==> src/rtl/sound_request_arbiter_if.sv <==
`default_nettype none
// +----------------------------------------------------------------------------+
// | sound_request_arbiter_if : requester / audio_playout bus for the arbiter   |
// | Rev 1.0                                                                    |
// +----------------------------------------------------------------------------+
interface sound_request_arbiter_if #(
  parameter int NUM_REQ        = 4,
  parameter int SOUND_IDX_BITS = 1
);
  localparam int GW = $clog2(NUM_REQ);

  logic [NUM_REQ-1:0]                req;
  logic [NUM_REQ*SOUND_IDX_BITS-1:0] req_idx;
  logic                              play_busy;
  logic                              play_sound;
  logic [SOUND_IDX_BITS-1:0]         sound_idx;
  logic [GW-1:0]                     grant_id;
  logic                              active;
  logic [NUM_REQ-1:0]                pending;
  logic                              overwrite_strobe;
  logic                              timeout_strobe;

  modport slave (
    input  req, req_idx, play_busy,
    output play_sound, sound_idx, grant_id, active, pending,
           overwrite_strobe, timeout_strobe
  );

  modport master (
    output req, req_idx, play_busy,
    input  play_sound, sound_idx, grant_id, active, pending,
           overwrite_strobe, timeout_strobe
  );
endinterface
`default_nettype wire

==> src/rtl/sound_request_arbiter.sv <==
`default_nettype none
// +----------------------------------------------------------------------------+
// | sound_request_arbiter : shares audio_playout between game-event requesters |
// | SOUND_ARB_RR_EN selects round-robin instead of fixed-priority arbitration. |
// | Rev 1.0                                                                    |
// +----------------------------------------------------------------------------+
module sound_request_arbiter #(
  parameter int NUM_REQ        = 4,
  parameter int SOUND_IDX_BITS = 1,
  parameter int ACK_TIMEOUT    = 64,
  parameter int GAP_CYCLES     = 0
) (
  input  wire logic             clk,
  input  wire logic             reset_n,
  sound_request_arbiter_if.slave bus
);
  localparam int GW      = $clog2(NUM_REQ);
  localparam int CNT_MAX = (ACK_TIMEOUT > GAP_CYCLES) ? ACK_TIMEOUT : GAP_CYCLES;
  localparam int CW      = $clog2(CNT_MAX + 1);
  localparam logic [CW-1:0] C_ACK_LAST = CW'(ACK_TIMEOUT - 1);
  localparam logic [CW-1:0] C_GAP_LAST = CW'((GAP_CYCLES > 0) ? GAP_CYCLES - 1 : 0);

  typedef enum logic [2:0] {
    S_IDLE       = 3'd0,
    S_ISSUE      = 3'd1,
    S_WAIT_START = 3'd2,
    S_PLAYING    = 3'd3,
    S_GAP        = 3'd4
  } state_t;

  state_t                                 state_q, state_d;
  logic [NUM_REQ-1:0]                     pending_q, pending_d;
  logic [NUM_REQ-1:0][SOUND_IDX_BITS-1:0] idx_q, idx_d;
  logic [SOUND_IDX_BITS-1:0]              sound_idx_q, sound_idx_d;
  logic [GW-1:0]                          grant_id_q, grant_id_d;
  logic                                   active_q, active_d;
  logic                                   ovw_q, ovw_d;
  logic                                   to_q, to_d;
  logic [CW-1:0]                          cnt_q, cnt_d;

  logic                                   win_vld;
  logic [GW-1:0]                          win_id;
  logic                                   grant;
  logic [NUM_REQ-1:0]                     grant_vec;

`ifdef SOUND_ARB_RR_EN
  logic [GW-1:0] ptr_q, ptr_d;
  int            rr_j;

  // Descending scan so the slot nearest the pointer is the last to win.
  always_comb begin
    win_vld = 1'b0;
    win_id  = '0;
    rr_j    = 0;
    for (int k = NUM_REQ - 1; k >= 0; k--) begin
      rr_j = (int'(ptr_q) + k) % NUM_REQ;
      if (pending_q[rr_j]) begin
        win_vld = 1'b1;
        win_id  = GW'(rr_j);
      end
    end
    ptr_d = ptr_q;
    if (grant) begin
      ptr_d = GW'((int'(win_id) + 1) % NUM_REQ);
    end
  end

  always_ff @(posedge clk or negedge reset_n) begin
    if (!reset_n) begin
      ptr_q <= '0;
    end else begin
      ptr_q <= ptr_d;
    end
  end
`else
  always_comb begin
    win_vld = 1'b0;
    win_id  = '0;
    for (int k = NUM_REQ - 1; k >= 0; k--) begin
      if (pending_q[k]) begin
        win_vld = 1'b1;
        win_id  = GW'(k);
      end
    end
  end
`endif

  assign grant     = (state_q == S_IDLE) && win_vld && !bus.play_busy;
  assign grant_vec = grant ? (NUM_REQ'(1) << win_id) : '0;

  // A request landing on the slot being granted re-arms it; the grant takes the old index.
  always_comb begin
    pending_d = (pending_q & ~grant_vec) | bus.req;
    idx_d     = idx_q;
    ovw_d     = 1'b0;
    for (int i = 0; i < NUM_REQ; i++) begin
      if (bus.req[i]) begin
        idx_d[i] = bus.req_idx[i*SOUND_IDX_BITS +: SOUND_IDX_BITS];
        if (pending_q[i] && !grant_vec[i]) begin
          ovw_d = 1'b1;
        end
      end
    end
  end

  always_comb begin
    state_d     = state_q;
    sound_idx_d = sound_idx_q;
    grant_id_d  = grant_id_q;
    active_d    = active_q;
    cnt_d       = cnt_q;
    to_d        = 1'b0;
    unique case (state_q)
      S_IDLE: begin
        if (grant) begin
          sound_idx_d = idx_q[win_id];
          grant_id_d  = win_id;
          active_d    = 1'b1;
          state_d     = S_ISSUE;
        end
      end
      S_ISSUE: begin
        cnt_d   = '0;
        state_d = S_WAIT_START;
      end
      S_WAIT_START: begin
        if (bus.play_busy) begin
          state_d = S_PLAYING;
        end else if (cnt_q == C_ACK_LAST) begin
          to_d    = 1'b1;
          cnt_d   = '0;
          state_d = S_GAP;
        end else begin
          cnt_d = cnt_q + 1'b1;
        end
      end
      S_PLAYING: begin
        if (!bus.play_busy) begin
          cnt_d   = '0;
          state_d = S_GAP;
        end
      end
      S_GAP: begin
        if (cnt_q == C_GAP_LAST) begin
          active_d = 1'b0;
          state_d  = S_IDLE;
        end else begin
          cnt_d = cnt_q + 1'b1;
        end
      end
      default: state_d = S_IDLE;
    endcase
  end

  always_ff @(posedge clk or negedge reset_n) begin
    if (!reset_n) begin
      state_q     <= S_IDLE;
      pending_q   <= '0;
      idx_q       <= '0;
      sound_idx_q <= '0;
      grant_id_q  <= '0;
      active_q    <= 1'b0;
      ovw_q       <= 1'b0;
      to_q        <= 1'b0;
      cnt_q       <= '0;
    end else begin
      state_q     <= state_d;
      pending_q   <= pending_d;
      idx_q       <= idx_d;
      sound_idx_q <= sound_idx_d;
      grant_id_q  <= grant_id_d;
      active_q    <= active_d;
      ovw_q       <= ovw_d;
      to_q        <= to_d;
      cnt_q       <= cnt_d;
    end
  end

  assign bus.play_sound       = (state_q == S_ISSUE);
  assign bus.sound_idx        = sound_idx_q;
  assign bus.grant_id         = grant_id_q;
  assign bus.active           = active_q;
  assign bus.pending          = pending_q;
  assign bus.overwrite_strobe = ovw_q;
  assign bus.timeout_strobe   = to_q;
endmodule
`default_nettype wire

==> src/flat_wrapper.sv <==
// flat-port wrapper written by rule: the top's interface ports become plain ports
module sound_request_arbiter_flat 
#(
  parameter int NUM_REQ        = 4,
  parameter int SOUND_IDX_BITS = 1,
  parameter int ACK_TIMEOUT    = 64,
  parameter int GAP_CYCLES     = 0
)
  (clk, reset_n, bus_req, bus_req_idx, bus_play_busy, bus_play_sound, bus_sound_idx, bus_grant_id, bus_active, bus_pending, bus_overwrite_strobe, bus_timeout_strobe);
  sound_request_arbiter_if #(.NUM_REQ(NUM_REQ), .SOUND_IDX_BITS(SOUND_IDX_BITS)) bus_i ();
  input  wire logic clk;
  input  wire logic reset_n;
  input wire logic [$bits(bus_i.req)-1:0] bus_req;
  input wire logic [$bits(bus_i.req_idx)-1:0] bus_req_idx;
  input wire logic [$bits(bus_i.play_busy)-1:0] bus_play_busy;
  output wire logic [$bits(bus_i.play_sound)-1:0] bus_play_sound;
  output wire logic [$bits(bus_i.sound_idx)-1:0] bus_sound_idx;
  output wire logic [$bits(bus_i.grant_id)-1:0] bus_grant_id;
  output wire logic [$bits(bus_i.active)-1:0] bus_active;
  output wire logic [$bits(bus_i.pending)-1:0] bus_pending;
  output wire logic [$bits(bus_i.overwrite_strobe)-1:0] bus_overwrite_strobe;
  output wire logic [$bits(bus_i.timeout_strobe)-1:0] bus_timeout_strobe;
  assign bus_i.req = bus_req;
  assign bus_i.req_idx = bus_req_idx;
  assign bus_i.play_busy = bus_play_busy;
  assign bus_play_sound = bus_i.play_sound;
  assign bus_sound_idx = bus_i.sound_idx;
  assign bus_grant_id = bus_i.grant_id;
  assign bus_active = bus_i.active;
  assign bus_pending = bus_i.pending;
  assign bus_overwrite_strobe = bus_i.overwrite_strobe;
  assign bus_timeout_strobe = bus_i.timeout_strobe;
  sound_request_arbiter #(.NUM_REQ(NUM_REQ), .SOUND_IDX_BITS(SOUND_IDX_BITS), .ACK_TIMEOUT(ACK_TIMEOUT), .GAP_CYCLES(GAP_CYCLES)) u_core (.clk(clk), .reset_n(reset_n), .bus(bus_i));
endmodule
==> config.mk <==
export PLATFORM = sky130hd
export DESIGN_NAME = sound_request_arbiter_flat
export DESIGN_NICKNAME = d
export VERILOG_FILES = /design/src/rtl/sound_request_arbiter_if.sv /design/src/rtl/sound_request_arbiter.sv /design/src/flat_wrapper.sv
export SDC_FILE = /design/constraint.sdc
export NUM_CORES = 1
export LEC_CHECK = 0
export CORE_ASPECT_RATIO = 1.25
export CORE_MARGIN = 2
export CORE_UTILIZATION = 41
export DETAILED_ROUTE_END_ITERATION = 10
export GPL_ROUTABILITY_DRIVEN = 0
export HOLD_SLACK_MARGIN = 0.12
export PLACE_DENSITY = 0.74
export SYNTH_ARGS = -nofsm -noshare
export SYNTH_HDL_FRONTEND = slang
export SYNTH_SLANG_ARGS = --single-unit
==> constraint.sdc <==
create_clock -name clk -period 2.6 [get_ports clk]
set_input_delay 0.39 -clock clk [delete_from_list [all_inputs] [get_ports clk]]
set_output_delay 0.39 -clock clk [all_outputs]
set_load 0.02 [all_outputs]
# Word level (Yosys, flattened, before mapping)
# Index checks and enable logic that the tools add are counted.
totals:
  reg_bits: 24
  input_bits: 11
  out_inout_bits: 11
classes:
  addsub: 1
  n_lt_le_gt_ge: 1
  eq_ne: 11
  shift: 1
  mux: 36
  n_bitwise: 3
  n_reduce_logical: 19
ops:
  columns: ["operator", "n"]
  rows:
  - ["$mux 7", 4]
  - ["$pmux 7 s4", 1]
  - ["$mux 1", 18]
  - ["$mux 3", 5]
  - ["$pmux 3 s5", 1]
  - ["$mux 2", 4]
  - ["$reduce_and 4->1", 2]
  - ["$add 7x1->7 const B", 1]
  - ["$eq 7x6->1 const B", 1]
  - ["$logic_not 7->1", 1]
  - ["$eq 3x2->1 const B", 2]
  - ["$logic_and 1x1->1", 6]
  - ["$ne 2x2->1 const B", 3]
  - ["$logic_not 1->1", 5]
  - ["$and 4x4->4", 1]
  - ["$mux 4", 1]
  - ["$ne 2x1->1 const B", 2]
  - ["$not 4->4", 1]
  - ["$or 4x4->4", 1]
  - ["$reduce_bool 4->1", 1]
  - ["$shl 1x2->4 const A", 1]
  - ["$eq 3x1->1 const B", 1]
  - ["$eq 3x3->1 const B", 1]
  - ["$logic_not 3->1", 1]
  - ["other kinds (7)", 7]

# Logic depth before layout (Yosys ltp)
# Gate-level depths: netlist of run 1.
logic_depth:
  ltp_word: 17
  mapped_depth: 6
  depth_no_buf: 5

# Least setup slack after synthesis of run 1
# No wires, ideal clock.
synth_path:
  kind: "reg2reg"
  start: "register u_core.state_q[1]"
  end: "register u_core.cnt_q[6]"
  setup_time_ps: 130
  t_arrival_ps: 1598
  t_required_ps: 2470
  path_slack_ps: 872
  path_stages_with_launch: 6
  period_less_slack_ps: 1728
  cell_sequence: "dfrtp_1 buf_4 nor3b_1 nor2b_1 a22oi_1 o22ai_1"
synth_via:
  elab_chain_len: 3
synth_lines:
  columns: ["item", "line", "text"]
  rows:
  - ["start: declaration", "sound_request_arbiter.sv:31", "state_t state_q, state_d;"]
  - ["start signal: assignment", "sound_request_arbiter.sv:167", "state_q <= state_d;"]
  - ["$eq 3x1->1 *", null, null]
  - ["via bus_play_sound", "flat_wrapper.sv:16", "output wire logic [$bits(bus_i.play_sound)-1:0] bus_play_sound;"]
  - ["$reduce_bool 4->1 (no source line)", null, null]
  - ["$reduce_and 4->1 (no source line)", null, null]
  - ["end signal: assignment", "sound_request_arbiter.sv:175", "cnt_q <= cnt_d;"]
  - ["end: declaration", "sound_request_arbiter.sv:39", "logic [CW-1:0] cnt_q, cnt_d;"]
# The timed path passes the listed nets; every way through them passes the cells marked *.
# A chain may end at the register's enable or synchronous reset.

# Worst setup path in the final report of run 1
layout_path:
  start: "register u_core.state_q[0]"
  end: "output port bus_play_sound"
layout_via:
  elab_chain_len: 1
layout_lines:
  columns: ["item", "line", "text"]
  rows:
  - ["$eq 3x1->1", "sound_request_arbiter.sv:179", "assign bus.play_sound = (state_q == S_ISSUE);"]
  - ["end: declaration", "flat_wrapper.sv:16", null]
# Every way passes these cells.

==> results.ini, run 1 <==
[floorplan]
fp.dieArea_um2=3560
ios=22
initial_core_util=0.431
fp.dieW_um=53.8
row_count=22
coreArea_um2=2950
die_y_um=66.2

[sta]
fin_skew_ns=0.00906
slew_violations=0
worstMarginPinSlew_ns=0.478
rsz0062_at_grt=false
setup_viol=0
fin_crit_ns=2.25
fin_setup_tns_ns=0
max_slew_margin=0.678
post-route-period-util=0.867
fmax_mhz=444
hold_viol_final=0

[run_status]
run_status=completed

[yosys]
synth_area_leader_cell=dfrtp_1
synth-seq-area-share=0.473
ys.flop_type=dfrtp_1
synth.most_common_cell=dfrtp_1
yosysWarnings=0
syn_area_um2=1270
synth_cell_type_count=40
syn-mean-instance-area_um2=10.1
synthTopCellsByArea=dfrtp_1, nand2_1, nand3_1
synth_fp_nets=139
netlist.area_leader.share=0.473
synthArstFlopShare=1.00
synth_edf_count=0
syn_inst=126
synth_commonest_cells=dfrtp_1, nand2_1, inv_1, nand3_1, a21oi_1
synth-seq-cells=24

[placement]
placed_area_um2=1500
dpl.cell_count=180
dp_hpwl_um=2050
port_buffers=21

[clock_tree]
h-tree-depth=1
clock_path_buffers=2
cts_resized=0
clkLatencyLatePin_ns=0.31
numClockSinks=24
cts_tree=done
clk_pin_slew_ns=0.13
cts-root-buf=clkbuf_4
cts_buffers=3
post_cts_buffers=0
hold_buffers=0

[global_route]
grt_pass1_wl_um=4590
grt_pass1_vias=1027
antenna_found_initial=0
overflow=0
grt_max_degree=25
grt_usage=0.175

[power_and_ir_drop]
leakage_nw=0.610
ir_worst_vdd_v=0.000474
power_density_nw_per_um2=815

[route]
drt_iter0_markers=15
viasPerCell=5.62
drc=0
dr.pass1.iters=4
vias=1029
routed_wl_um=2710
drt.antenna.violating_nets=0
wl_per_cell_um=14.8

[finish]
syn2layout_area_growth_pct=20.0
num_antenna_cells=0
drive_gt1_frac=0.102
instances_no_fill=183
fin_nets=162
final_area_um2=1520
fillers=279
fin_util=0.517

[worst_setup_path]
cp_slowest_cell=clkdlybuf4s50_1
worstPathCellList=nor3b_1 -> clkdlybuf4s50_1
worstSetupStartpointType=flop
path_max_fanout=10
r2r-start=u_core.cnt_q[0]
reg2reg_to=u_core.cnt_q[4]
rrSetupSlack_ns=0.87
crit_required_ns=2.21
critPathArrivalTime_ns=1.86
critical_path.startpoint=u_core.state_q[0]
criticalPathCategory=reg2out
worstRegToRegCells=5
end_kind=primary output
slowest_delay_ns=0.67

[job]
drv_cap=0

[min_path]
hp-class=in2async

cells in the final DEF, fill, tap and decap left out, types with 2 or more instances in the layout:
cell type        instances
a21o_1                   3
a21oi_1                  9
a22oi_1                  3
a32oi_1                  2
and2_1                   2
and3_1                   2
clkbuf_4                 3
clkdlybuf4s50_1         21
dfrtp_1                 24
ha_1                     2
inv_1                   10
mux2_2                   3
nand2_1                 14
nand2b_1                 2
nand3_1                 10
nor2_1                   6
o21ai_0                  6
o22ai_1                  3
worst max-delay path: cells and delay by family, from the launching register on:
kind                   cells  cell delay [ns]
buffers and inverters      1             0.67
DFF                        1             0.56
and+or+nand+nor            1             0.34
final cells by class:
class	instances	area, um2	area share
well taps	36	45.0	0.0296
multi-input cells	88	601	0.394
repair buffers	22	218	0.143
clock buffers	3	22.5	0.0148
inverters	10	37.5	0.0246
flip-flops and latches	24	601	0.394
logic make-up (layout without fill, tap and decap cells):
kind of cell,Yosys count,count (layout),synth area share
AOI/OAI and AO/OA,35,35,0.221
muxes,4,4,0.0345
xor gates and xnor gates,1,1,0.00690
buffers and inverters,14,35,0.0542
DFF,24,24,0.473
and+or+nand+nor,46,46,0.191
adders and majority gates,2,2,0.0197
layer usage:
layer / wire [um] / share of wire / vias up / track usage
li1: - / - / 499 / -
met4: 10 / 0.0037 / 0 / 0.0577
met2: 1420 / 0.52 / 20 / 0.306
met1: 1180 / 0.44 / 508 / 0.209
met5: 0 / 0 / - / 0
met3: 95 / 0.035 / 2 / 0.0317
flip-flops by register name, summed over array words and instances, names as in the netlist:
signal	count
u_core.bus.active	1
u_core.bus.grant_id	2
u_core.bus.overwrite_strobe	1
u_core.bus.pending	4
u_core.bus.sound_idx	1
u_core.bus.timeout_strobe	1
u_core.cnt_q	7
u_core.idx_q	4
u_core.state_q	3
worst max-delay path by stage:
stage	end	slack, ns	depth (start not counted)
floorplan	u_core.cnt_q[6]	0.87	5
global placement	u_core.bus.overwrite_strobe	0.56	5
detailed placement	u_core.bus.overwrite_strobe	0.52	5
CTS	bus_play_sound	0.34	2
global route	bus_play_sound	0.25	2
finish	bus_play_sound	0.35	2
power by group:
group	internal [mW]	switching (mW)
Clock	0.0541	0.105
Combinational	0.247	0.276
Sequential	0.451	0.110
stage by stage:
step	total power, mW	hold WS [ns]	setup slack (ns)
after floorplan	0.939	0.0944	0.872
after global placement	1.07	0.485	0.563
after detailed placement	1.09	0.478	0.516
after CTS	1.25	0.426	0.342
after global routing	1.34	0.448	0.250
final	1.24	0.427	0.347
No activity file was read; power rests on OpenSTA's default activity.
==> run 2: changes to the inputs <==
- REMOVE_ABC_BUFFERS: not set -> 1
==> results.ini, run 2 (synthesis results as in run 1) <==
[run_status]
run_status=completed  ; unchanged

[route]
wl_per_cell_um=14.1  ; was 14.8 um
drt_iter0_markers=25  ; was 15
drt.antenna.violating_nets=0  ; unchanged
viasPerCell=5.73  ; was 5.62
dr.pass1.iters=4  ; unchanged
drc=0  ; unchanged
vias=1055  ; was 1,029
routed_wl_um=2600  ; was 2710 um

[sta]
fin_setup_tns_ns=0  ; unchanged
rsz0062_at_grt=false  ; unchanged
setup_ws_ns=0.348  ; was 0.347 ns
hold_viol_final=0  ; unchanged
setup_viol=0  ; unchanged
fin_skew_ns=0.0107  ; was 0.00906 ns
fmax_mhz=444  ; about the same
max_slew_margin=0.697  ; was 0.678
worstMarginPinSlew_ns=0.451  ; was 0.478 ns
fin_crit_ns=2.25  ; about the same
slew_violations=0  ; unchanged
post-route-period-util=0.866  ; was 0.867

[floorplan]
initial_core_util=0.431  ; unchanged
coreArea_um2=2950  ; unchanged
fp.dieArea_um2=3560  ; unchanged
ios=22  ; unchanged
fp.dieW_um=53.8  ; unchanged
die_y_um=66.2  ; unchanged
row_count=22  ; unchanged

[min_path]
hp-class=in2async  ; unchanged

[global_route]
overflow=0  ; unchanged
grt_pass1_vias=1008  ; was 1,027
grt_pass1_wl_um=4430  ; was 4590 um
grt_max_degree=25  ; unchanged
antenna_found_initial=0  ; unchanged
grt_usage=0.165  ; was 0.175

[worst_setup_path]
slowest_delay_ns=0.66  ; was 0.67 ns
worstSetupStartpointType=flop  ; unchanged
crit_end=bus_play_sound  ; unchanged
path_max_fanout=10  ; unchanged
crit_family=buffers and inverters  ; unchanged
critPathArrivalTime_ns=1.86  ; about the same
r2r-start=u_core.cnt_q[0]  ; unchanged
worstPathCellList=nor3b_1 -> clkdlybuf4s50_1  ; unchanged
rrSetupSlack_ns=0.86  ; was 0.87 ns
worstRegToRegCells=5  ; unchanged
criticalPathCategory=reg2out  ; unchanged
crit_required_ns=2.21  ; about the same
reg2reg_to=u_core.cnt_q[2]  ; was u_core.cnt_q[4]
crit_cells=2  ; unchanged
end_kind=primary output  ; unchanged
critPathBufInv=1  ; unchanged
cp_slowest_cell=clkdlybuf4s50_1  ; unchanged
critical_path.startpoint=u_core.state_q[0]  ; unchanged

[finish]
drive_gt1_frac=0.108  ; was 0.102
mostFrequentLayoutCell=dfrtp_1  ; unchanged
num_antenna_cells=0  ; unchanged
final_area_um2=1550  ; was 1520 um2
instances_no_fill=184  ; was 183
fin_nets=162  ; unchanged
fillers=278  ; was 279
final_cell_mix=dfrtp_1, clkdlybuf4s50_1, nand2_1  ; unchanged
syn2layout_area_growth_pct=22.4  ; was 20.0%
largest_register_ffs=7  ; unchanged
regMostFlops=u_core.cnt_q  ; unchanged
fin_util=0.528  ; was 0.517

[clock_tree]
hold_buffers=0  ; unchanged
clkLatencyLatePin_ns=0.32  ; was 0.31 ns
clock_path_buffers=2  ; unchanged
numClockSinks=24  ; unchanged
cts_tree=done  ; unchanged
h-tree-depth=1  ; unchanged
post_cts_buffers=0  ; unchanged
cts-root-buf=clkbuf_4  ; unchanged
clk_pin_slew_ns=0.14  ; was 0.13 ns
cts_buffers=3  ; unchanged
cts_resized=0  ; unchanged

[placement]
port_buffers=21  ; unchanged
dp_slack_ns=0.524  ; was 0.516 ns
dpl.cell_count=180  ; unchanged
dp_hpwl_um=1960  ; was 2050 um
placed_area_um2=1500  ; unchanged

[power_and_ir_drop]
leakage_nw=0.624  ; was 0.610 nW
ir_worst_vdd_v=0.000493  ; was 0.000474 V
power_density_nw_per_um2=869  ; was 815 nW/um2

[job]
drv_cap=0  ; unchanged

-- run 2: layout make-up --
| type | instances | area, um2 | share of cell area |
|---|---|---|---|
| tap | 36 | 45.0 | 0.0290 |
| clock inverter | 1 | 30.0 | 0.0193 |
| sequential | 24 | 601 | 0.386 |
| inverter | 10 | 37.5 | 0.0242 |
| clock buffer | 3 | 22.5 | 0.0145 |
| timing repair buffer | 22 | 218 | 0.140 |
| multi-input combinational | 88 | 601 | 0.386 |
-- run 2: metal layers --
| metal | part of all wire | global-route usage | up-vias |
|---|---|---|---|
| li1 | - | - | 500 |
| met1 | 0.43 | 0.211 | 515 |
| met2 | 0.51 | 0.280 | 38 |
| met3 | 0.048 | 0.0249 | 2 |
| met4 | 0.0085 | 0.0481 | 0 |
| met5 | 0 | 0 | - |
-- run 2: worst min-delay path by stage --
| stage | from | endpoint | slack, ns | cells past startpoint |
|---|---|---|---|---|
| floorplan | reset_n | u_core.bus.active | 0.09 | 0 |
| global placement | u_core.bus.sound_idx | u_core.bus.sound_idx | 0.49 | 2 |
| detailed placement | u_core.bus.sound_idx | u_core.bus.sound_idx | 0.48 | 2 |
| CTS | reset_n | u_core.cnt_q[6] | 0.41 | 2 |
| global route | reset_n | u_core.bus.timeout_strobe | 0.42 | 2 |
| finish | reset_n | u_core.cnt_q[6] | 0.40 | 2 |
-- run 2: metrics by stage --
stage / power [mW] / hold slack [ns]
after global routing: 1.44 / 0.416
after global placement: 1.07 / 0.487
after floorplan: 0.900 / 0.0944
after detailed placement: 1.09 / 0.480
after CTS: 1.36 / 0.405
final: 1.35 / 0.400
-- run 2: worst reg2reg max path, delay by kind of cell (launching register included) --
| family | cells | cell delay (ns) |
|---|---|---|
| flops | 1 | 0.44 |
| fa+ha+maj | 1 | 0.24 |
| simple gates | 2 | 0.39 |
| compound gates | 2 | 0.59 |
-- run 2: power by group --
group	total (mW)	switching (mW)	internal (mW)
sequential	0.559	0.108	0.451
clock	0.271	0.115	0.156
combinational	0.520	0.274	0.246
total	1.35	0.497	0.853
==> run 3: changes to the inputs <==
- ABC_CLOCK_PERIOD_IN_PS: not set -> 2600
==> results of run 3 <==
Final layout, timing and power as in run 2 (identical DEF).
